[src/rtl/pattern_pkg.sv]
// Shared definitions for the 1011 pattern transmitter and the detector family:
// one-hot FSM encoding, the target pattern and default sizing.
package pattern_pkg;

   typedef enum logic [2:0] {
      ST_IDLE = 3'b001,
      ST_SEND = 3'b010,
      ST_GAP  = 3'b100
   } state_e;

   localparam logic [3:0] PATTERN_1011 = 4'b1011;
   localparam int         WIDTH_DEF    = 16;
   localparam int         GAP_W_DEF    = 4;

endpackage

[src/rtl/pattern_tx_if.sv]
// Load/ready handshake plus serial output bundle of the pattern transmitter.
interface pattern_tx_if
   import pattern_pkg::*;
#(
   parameter int WIDTH = WIDTH_DEF,
   parameter int GAP_W = GAP_W_DEF
) ();
   localparam int LEN_W = $clog2(WIDTH + 1);

   logic [WIDTH-1:0] data_i;
   logic [LEN_W-1:0] len_i;
   logic [GAP_W-1:0] gap_i;
   logic             load_i;
   logic             ready_o;
   logic             serial_o;
   logic             valid_o;
   logic             last_o;
   logic             done_o;

   modport master (
      output data_i, len_i, gap_i, load_i,
      input  ready_o, serial_o, valid_o, last_o, done_o
   );

   modport slave (
      input  data_i, len_i, gap_i, load_i,
      output ready_o, serial_o, valid_o, last_o, done_o
   );
endinterface

[src/rtl/pattern_tx_gap_ctr.sv]
// Loadable down-counter timing the idle cycles between serial bits;
// zero_nxt_o flags the final gap cycle so the FSM can return to SEND.
module pattern_tx_gap_ctr #(
   parameter int GAP_W = 4
) (
   input  logic             clk_i,
   input  logic             clr_i,
   input  logic             load_i,
   input  logic [GAP_W-1:0] load_val_i,
   input  logic             dec_i,
   output logic             zero_nxt_o
);
   logic [GAP_W-1:0] cnt_q;

   always_ff @(posedge clk_i) begin
      if (clr_i) begin
         cnt_q <= '0;
      end else if (load_i) begin
         cnt_q <= load_val_i;
      end else if (dec_i && (cnt_q != '0)) begin
         cnt_q <= cnt_q - 1'b1;
      end
   end

   assign zero_nxt_o = (cnt_q == GAP_W'(1));

endmodule

[src/rtl/pattern_tx.sv]
// Parallel-to-serial frame transmitter, MSB-first, feeding the 1011 detectors.
// Define GAP_INSERT_EN to honour gap_i with idle cycles between bits.
module pattern_tx
   import pattern_pkg::*;
#(
   parameter int WIDTH = WIDTH_DEF,
   parameter int GAP_W = GAP_W_DEF
) (
   input  logic        clk_i,
   input  logic        clr_i,
   pattern_tx_if.slave tx
);
   localparam int               LEN_W   = $clog2(WIDTH + 1);
   localparam logic [LEN_W-1:0] LEN_ONE = LEN_W'(1);

   state_e           state_q, state_n;
   logic [WIDTH-1:0] shreg_q, shreg_n;
   logic [LEN_W-1:0] rem_q, rem_n;
   logic             ready_q, serial_q, valid_q, last_q, done_q;
   logic             ready_n, serial_n, valid_n, last_n, done_n;
   logic             load_ok;

   assign load_ok = tx.load_i && (tx.len_i != '0) && (tx.len_i <= LEN_W'(WIDTH));

`ifdef GAP_INSERT_EN
   logic [GAP_W-1:0] gap_q;
   logic             ctr_load, ctr_dec, ctr_zero_nxt;

   pattern_tx_gap_ctr #(.GAP_W(GAP_W)) u_gap_ctr (
      .clk_i      (clk_i),
      .clr_i      (clr_i),
      .load_i     (ctr_load),
      .load_val_i (gap_q),
      .dec_i      (ctr_dec),
      .zero_nxt_o (ctr_zero_nxt)
   );

   always_ff @(posedge clk_i) begin
      if ((state_q == ST_IDLE) && load_ok) gap_q <= tx.gap_i;
   end
`else
   logic [GAP_W-1:0] unused_gap;
   assign unused_gap = tx.gap_i;
`endif

   // State register: control and outputs reset, shift register does not
   always_ff @(posedge clk_i) begin
      if (clr_i) begin
         state_q  <= ST_IDLE;
         rem_q    <= '0;
         ready_q  <= 1'b1;
         serial_q <= 1'b0;
         valid_q  <= 1'b0;
         last_q   <= 1'b0;
         done_q   <= 1'b0;
      end else begin
         state_q  <= state_n;
         rem_q    <= rem_n;
         ready_q  <= ready_n;
         serial_q <= serial_n;
         valid_q  <= valid_n;
         last_q   <= last_n;
         done_q   <= done_n;
      end
   end

   always_ff @(posedge clk_i) begin
      shreg_q <= shreg_n;
   end

   // Next state: the frame is left-aligned so the outgoing bit is always the MSB
   always_comb begin
      state_n = state_q;
      shreg_n = shreg_q;
      rem_n   = rem_q;
`ifdef GAP_INSERT_EN
      ctr_load = 1'b0;
      ctr_dec  = 1'b0;
`endif
      case (state_q)
         ST_IDLE: begin
            if (load_ok) begin
               state_n = ST_SEND;
               shreg_n = tx.data_i << (WIDTH - int'(tx.len_i));
               rem_n   = tx.len_i;
            end
         end
         ST_SEND: begin
            shreg_n = shreg_q << 1;
            rem_n   = rem_q - 1'b1;
            if (rem_q == LEN_ONE) begin
               state_n = ST_IDLE;
            end
`ifdef GAP_INSERT_EN
            else if (gap_q != '0) begin
               state_n  = ST_GAP;
               ctr_load = 1'b1;
            end
`endif
         end
`ifdef GAP_INSERT_EN
         ST_GAP: begin
            ctr_dec = 1'b1;
            if (ctr_zero_nxt) state_n = ST_SEND;
         end
`endif
         default: state_n = ST_IDLE;
      endcase
   end

   // Outputs are computed from the next state and registered
   always_comb begin
      ready_n  = (state_n == ST_IDLE);
      valid_n  = (state_n == ST_SEND);
      serial_n = valid_n & shreg_n[WIDTH-1];
      last_n   = valid_n && (rem_n == LEN_ONE);
      done_n   = (state_q == ST_SEND) && (rem_q == LEN_ONE);
   end

   assign tx.ready_o  = ready_q;
   assign tx.serial_o = serial_q;
   assign tx.valid_o  = valid_q;
   assign tx.last_o   = last_q;
   assign tx.done_o   = done_q;

endmodule

[src/flat_wrapper.sv]
// flat-port wrapper written by rule: the top's interface ports become plain ports
module pattern_tx_flat import pattern_pkg::*;
#(
   parameter int WIDTH = WIDTH_DEF,
   parameter int GAP_W = GAP_W_DEF
)
  (clk_i, clr_i, tx_data_i, tx_len_i, tx_gap_i, tx_load_i, tx_ready_o, tx_serial_o, tx_valid_o, tx_last_o, tx_done_o);
  pattern_tx_if #(.WIDTH(WIDTH), .GAP_W(GAP_W)) tx_i ();
  input  logic clk_i;
  input  logic clr_i;
  input wire logic [$bits(tx_i.data_i)-1:0] tx_data_i;
  input wire logic [$bits(tx_i.len_i)-1:0] tx_len_i;
  input wire logic [$bits(tx_i.gap_i)-1:0] tx_gap_i;
  input wire logic [$bits(tx_i.load_i)-1:0] tx_load_i;
  output wire logic [$bits(tx_i.ready_o)-1:0] tx_ready_o;
  output wire logic [$bits(tx_i.serial_o)-1:0] tx_serial_o;
  output wire logic [$bits(tx_i.valid_o)-1:0] tx_valid_o;
  output wire logic [$bits(tx_i.last_o)-1:0] tx_last_o;
  output wire logic [$bits(tx_i.done_o)-1:0] tx_done_o;
  assign tx_i.data_i = tx_data_i;
  assign tx_i.len_i = tx_len_i;
  assign tx_i.gap_i = tx_gap_i;
  assign tx_i.load_i = tx_load_i;
  assign tx_ready_o = tx_i.ready_o;
  assign tx_serial_o = tx_i.serial_o;
  assign tx_valid_o = tx_i.valid_o;
  assign tx_last_o = tx_i.last_o;
  assign tx_done_o = tx_i.done_o;
  pattern_tx #(.WIDTH(WIDTH), .GAP_W(GAP_W)) u_core (.clk_i(clk_i), .clr_i(clr_i), .tx(tx_i));
endmodule
[config.mk]
export PLATFORM = sky130hd
export DESIGN_NAME = pattern_tx_flat
export DESIGN_NICKNAME = d
export VERILOG_FILES = /design/src/rtl/pattern_pkg.sv /design/src/rtl/pattern_tx_if.sv /design/src/rtl/pattern_tx_gap_ctr.sv /design/src/rtl/pattern_tx.sv /design/src/flat_wrapper.sv
export SDC_FILE = /design/constraint.sdc
export NUM_CORES = 1
export LEC_CHECK = 0
export CORE_ASPECT_RATIO = 0.5
export CORE_UTILIZATION = 35
export CTS_CLUSTER_DIAMETER = 80
export DETAILED_ROUTE_END_ITERATION = 6
export GPL_TIMING_DRIVEN = 0
export SKIP_LAST_GASP = 1
export SYNTH_ARGS = -nofsm -noshare
export SYNTH_HDL_FRONTEND = slang
export SYNTH_SLANG_ARGS = --single-unit
export TNS_END_PERCENT = 5
[constraint.sdc]
create_clock -name clk_i -period 6.2 [get_ports clk_i]
set_input_delay 0.62 -clock clk_i [delete_from_list [all_inputs] [get_ports clk_i]]
set_output_delay 0.62 -clock clk_i [all_outputs]
set_load 0.01 [all_outputs]
=== After elaboration in Yosys (flattened, before gate mapping) ===
Cells that the tools add are included.

* Bits of input ports: 28
* Output and inout port bits: 5
* Bits in registers: 29

* Add/subtract/negate cells: 2
* Equality and inequality tests: 7
* $lt $le $gt $ge: 1
* Shift operators: 1
* Reduce and logical (&&, ||, !) cells: 7
* Multiplexer cells: 7
* Bitwise operators: 1

{| class="wikitable"
|+ Operators with widths
! cell !! count
|-
| 16-bit one-hot mux with 2 select lines || 1
|-
| 16-bit by 32-bit left shift with 16-bit output || 1
|-
| 16-bit two-way mux || 1
|-
| 5-bit by 1-bit == test with 1-bit output, second input constant || 2
|-
| 5-bit one-hot mux with 2 select lines || 1
|-
| 3-bit by 1-bit == test with 1-bit output, second input constant || 2
|-
| 3-bit by 2-bit == test with 1-bit output, second input constant || 2
|-
| 3-bit two-way mux || 2
|-
| 3-bit one-hot mux with 2 select lines || 1
|-
| 5-bit by 5-bit subtractor with 6-bit output, first input constant || 1
|-
| 5-bit <= comparator, second input constant || 1
|-
| 5-bit two-way mux || 1
|-
| 5-bit nonzero test || 1
|-
| 5-bit by 1-bit subtractor with 5-bit output, second input constant || 1
|-
| 1-bit logical AND || 4
|-
| 2-bit by 1-bit inequality test with 1-bit output, second input constant || 1
|-
| 2-bit AND reduction || 1
|-
| 2-bit nonzero test || 1
|-
| 1-bit bitwise AND || 1
|}

=== Logic depth before layout (Yosys ltp) ===
Gate-level depths: netlist of run 1.

* Depth after elaboration: 7
* Mapped depth: 13

=== Least setup slack after synthesis of run 1 ===
OpenSTA, ideal clock, no wires.

* Path type: input -> register
* From: in tx_len_i[0]
* To: reg u_core.shreg_q[11] (data pin)
* Required time: 5.946 ns
* Arrival time: 2.450 ns
* Stages: 11
* Library setup time: 0.254 ns
* Path slack: 3.496 ns
* Buffers on the path: 2
* Cells stage by stage: buf_6 -> inv_2 -> ha_1 -> nor3b_4 -> ha_1 -> nand2b_1 -> o211a_1 -> buf_6 -> and3_1 -> a32o_1 -> a21o_1

* Cells in the longest elaborated chain, start to end: 4

{| class="wikitable"
|+ Ends and longest elaborated chain
! element !! RTL line !! RTL
|-
| start: declaration || flat_wrapper.sv:12 || <nowiki>input wire logic [$bits(tx_i.len_i)-1:0] tx_len_i;</nowiki>
|-
| 5-bit by 5-bit subtractor with 6-bit output || pattern_tx.sv:84 || <nowiki>shreg_n = tx.data_i << (WIDTH - int'(tx.len_i));</nowiki>
|-
| 16-bit by 32-bit left shift with 16-bit output || pattern_tx.sv:84 ||
|-
| 16-bit two-way mux || pattern_tx.sv:82 || <nowiki>if (load_ok) begin</nowiki>
|-
| 16-bit one-hot mux with 2 select lines || pattern_tx.sv:80 || <nowiki>case (state_q)</nowiki>
|-
| net u_core.shreg_n[11] || pattern_tx.sv:17 || <nowiki>logic [WIDTH-1:0] shreg_q, shreg_n;</nowiki>
|-
| end signal: assignment || pattern_tx.sv:68 || <nowiki>shreg_q <= shreg_n;</nowiki>
|-
| end: declaration || pattern_tx.sv:17 ||
|}

The timed path passes the listed nets, and every way through them passes these cells. The select of a mux whose other input is x is not followed.
A chain may end at the register's enable or synchronous reset.

=== Worst setup path after layout of run 1 ===
* From: in tx_len_i[1]
* To: reg u_core.shreg_q[3] (data pin)

Same word-level chain as after synthesis.

==> impl_metrics.tcl, run 1 <==
set metrics [dict create \
    cts-buffers-inserted 5 \
    synth_flop_cell "edfxtp_1" \
    gp_congestion 0.831 \
    ys_seq_area_frac 0.352 \
    syn_nets 233 \
    worstSkewPairLatency_ps 280 \
    path_clk_slew_ps 50 \
    fin_hold_ws_ps 474 \
    ff2ff_setup_slack_ps 4190 \
    fin_skew_ps 1.77 \
    num_vias 1711 \
    cts_hold_repair.buffers 0 \
    grt_max_degree 16 \
    drive_gt1_frac 0.172 \
    cts_max_path_buffers 2 \
    synth-edff-count 15 \
    cp-end-kind "flip-flop" \
    ioPinCount 33 \
    root_buffer "clkbuf_16" \
    irDropWorstVdd_mv 0.132 \
    nNetsFinal 264 \
    start_util 0.372 \
    fin_area_mm2 0.00255 \
    combinationalPowerShare 0.207 \
    io_buffers 24 \
    area_delta_synth_final_pct 23.1 \
    cp.required_ps 6340 \
    cellLeakagePower_nw 0.991 \
    placed_cells 297 \
    drt-total-wl_um 5070 \
    avgSynthCellArea_um2 10.4 \
    setup_violations 0 \
    htreeDepth 2 \
    yosys_warnings 0 \
    cts_tree "built" \
    worst_setup_path_start_kind "input port" \
    min_period_ps 3170 \
    postCtsSetupBuffers 0 \
    p_switching_uw 151 \
    syn-instance-count 200 \
    slew_viol_final 0 \
    synth_top_area_cell "edfxtp_1" \
    whs_path_depth 2 \
    maxSlewHeadroom 0.571 \
    worstReg2RegEnd "u_core.shreg_q[3]" \
    antenna_found_initial 0 \
    rows 19 \
    die_w_um 111 \
    grt_pass1_vias 1608 \
    viasPerCell 5.61 \
    coreArea_mm2 0.00559 \
    worstRegToRegCells 4 \
    grt_pass1_wl_um 8330 \
    grt-ovfl-total 0 \
    instances_no_fill 305 \
    yosysTopAreaCellShare 0.217 \
    syn_area_mm2 0.00208 \
    cts.sinks 29 \
    r2r_start "u_core.state_q[0]" \
    ant_nets 0 \
    fin_crit_sh 0.511 \
    status "finished, final reports clean" \
    drcViolationCount 0 \
    swShare 0.263 \
    cts_resized 0 \
    drtPass1Iterations 4 \
    timing.final.hold_violations 0 \
    cap_viol_max_count 0 \
    power.share.sequential 0.371 \
    fp.dieArea_mm2 0.00626 \
    critPathKind "input port to flip-flop" \
    wire_per_inst_um 16.6 \
    clock.fmax_mhz 316 \
    synth_cell_types 52 \
    grt_setup_unrepaired "false" \
    finalSetupTns_ps 0 \
    synthTopCellsByArea "edfxtp_1 (22%), dfxtp_1 (14%), mux4_2 (9.8%)" \
    postPlaceCellArea_mm2 0.00241 \
    power.total_uw 572 \
    min_from "u_core.shreg_q[15]" \
    hold_path_end "u_core.shreg_q[15]" \
    antenna_cells 0 \
    dp_hpwl_um 3890 \
    grt_usage 0.173 \
    cp.arrival_ps 3310 \
    hold_path.class "flip-flop to flip-flop" \
    power_frac_clock 0.421 \
    intPower_uw 421 \
    ys_ff_latch 29 \
    p_per_area_mw_per_mm2 224 \
    tightestPinTransition_ps 641 \
    critPathMaxFanout 6 \
    synthArstFlopShare 0 \
    drt_iter0_drc 112 \
    die_y_um 56.5 \
]
## state kept, by name, summed over array words and instances (netlist names)
| name | flops |
|---|---|
| u_core.rem_q | 5 |
| u_core.shreg_q | 16 |
| u_core.state_q | 3 |
| u_core.tx.done_o | 1 |
| u_core.tx.last_o | 1 |
| u_core.tx.ready_o | 1 |
| u_core.tx.serial_o | 1 |
| u_core.tx.valid_o | 1 |
## synthesized netlist by cell type (all sizes together) (3+ instances only)
cell	count
a221oi	3
nor3b	3
edfxtp	15
o21ai	6
nor3	6
mux4	9
nor2b	4
a32o	5
mux2	3
inv	9
ha	5
nand2	26
dfxtp	14
a21oi	5
a221o	3
a22o	4
and3	4
xor2	3
nor2	16
buf	10
nand3	4
xnor2	5
mux2i	9
## worst max-delay path, cell delays in order
cell             delay, ps
clkdlybuf4s50_1        640
inv_1                  110
ha_1                   240
nor3b_4                180
ha_1                   170
nor2b_1                170
o211ai_1               260
nor4_1                 630
a32o_1                 280
## power groups by stage
stage                     Sequential (mW)  Combinational [mW]  Clock, mW
after floorplan                     0.215              0.0812          0
after global placement              0.216               0.116          0
after detailed placement            0.216               0.118          0
after CTS                           0.212               0.118      0.242
after global routing                0.213               0.130      0.254
final                               0.212               0.118      0.241
## stage by stage
stage	utilization	setup WS, ps
3_5_place_dp	0.431	2740
3_3_place_gp	0.431	2760
5_1_grt	0.457	2750
4_1_cts	0.457	3030
6_report	0.457	3030
2_1_floorplan	-	3500
## area by class of cell
type	instances	area, um2
buffer	12	87.6
clock buffer	6	139
clock inverter	2	8.76
fill	521	3030
inverter	9	33.8
multi-input combinational	150	1220
sequential	29	731
tap	73	91.3
timing repair buffer	24	240
## kinds of logic (layout without fill, tap and decap cells)
family	count (synthesis)	count (layout)	synth area share
simple gates	69	69	0.184
xor+xnor	8	8	0.0338
fa+ha+maj	5	5	0.0301
compound gates	46	46	0.183
flops	29	29	0.352
mux	21	21	0.157
other cells	1	1	0.00181
buf+inv	21	53	0.0585
## cell usage in the layout (no fill, tap or decap), drive strengths merged, types with 5 or more instances in the layout
cell           synthesis  layout
dfxtp                 14      14
ha                     5       5
mux4                   9       9
a32o                   5       5
buf                   10      10
xnor2                  5       5
edfxtp                15      15
nand2                 26      26
inv                    9       9
nor2                  16      16
nor3                   6       6
clkdlybuf4s50          0      24
o21ai                  6       6
mux2i                  9       9
clkbuf                 2       8
a21oi                  5       5
## per-layer routing
metal / track usage / up-vias / wire [um]
met3: 0.0454 / 4 / 268
met5: 0 / - / 0
met4: 0.0400 / 0 / 35
li1: - / 827 / -
met1: 0.241 / 835 / 2460
met2: 0.268 / 45 / 2310
## worst max-delay path by stage
stage / from / endpoint / slack, ps / cells past startpoint
CTS: tx_len_i[1] / u_core.shreg_q[14] / 3030 / 9
detailed placement: tx_len_i[1] / u_core.shreg_q[14] / 2740 / 9
global placement: tx_len_i[1] / u_core.shreg_q[14] / 2760 / 9
global route: tx_len_i[1] / u_core.shreg_q[3] / 2750 / 9
finish: tx_len_i[1] / u_core.shreg_q[3] / 3030 / 9
floorplan: tx_len_i[0] / u_core.shreg_q[11] / 3500 / 11
(Power assumes the default switching activity.)
==> run 2: changes to the inputs <==
==> constraint.sdc (replaced) <==
create_clock -name clk_i -period 3.3 [get_ports clk_i]
set_input_delay 0.33 -clock clk_i [delete_from_list [all_inputs] [get_ports clk_i]]
set_output_delay 0.33 -clock clk_i [all_outputs]
set_load 0.01 [all_outputs]
==> results of run 2 <==
Same layout as run 1 (identical final DEF). Status: finished, final reports clean.
Main changes from that run: setup slack after placement 2740 ps -> 131 ps; setup slack after layout 3030 ps -> 421 ps; hold slack 474 ps -> 383 ps; register-to-register setup slack 4190 ps -> 1290 ps; end point of the worst hold path u_core.shreg_q[15] -> u_core.rem_q[3]; total power 0.572 mW -> 1.07 mW; worst IR drop on VDD 0.132 mV -> 0.247 mV
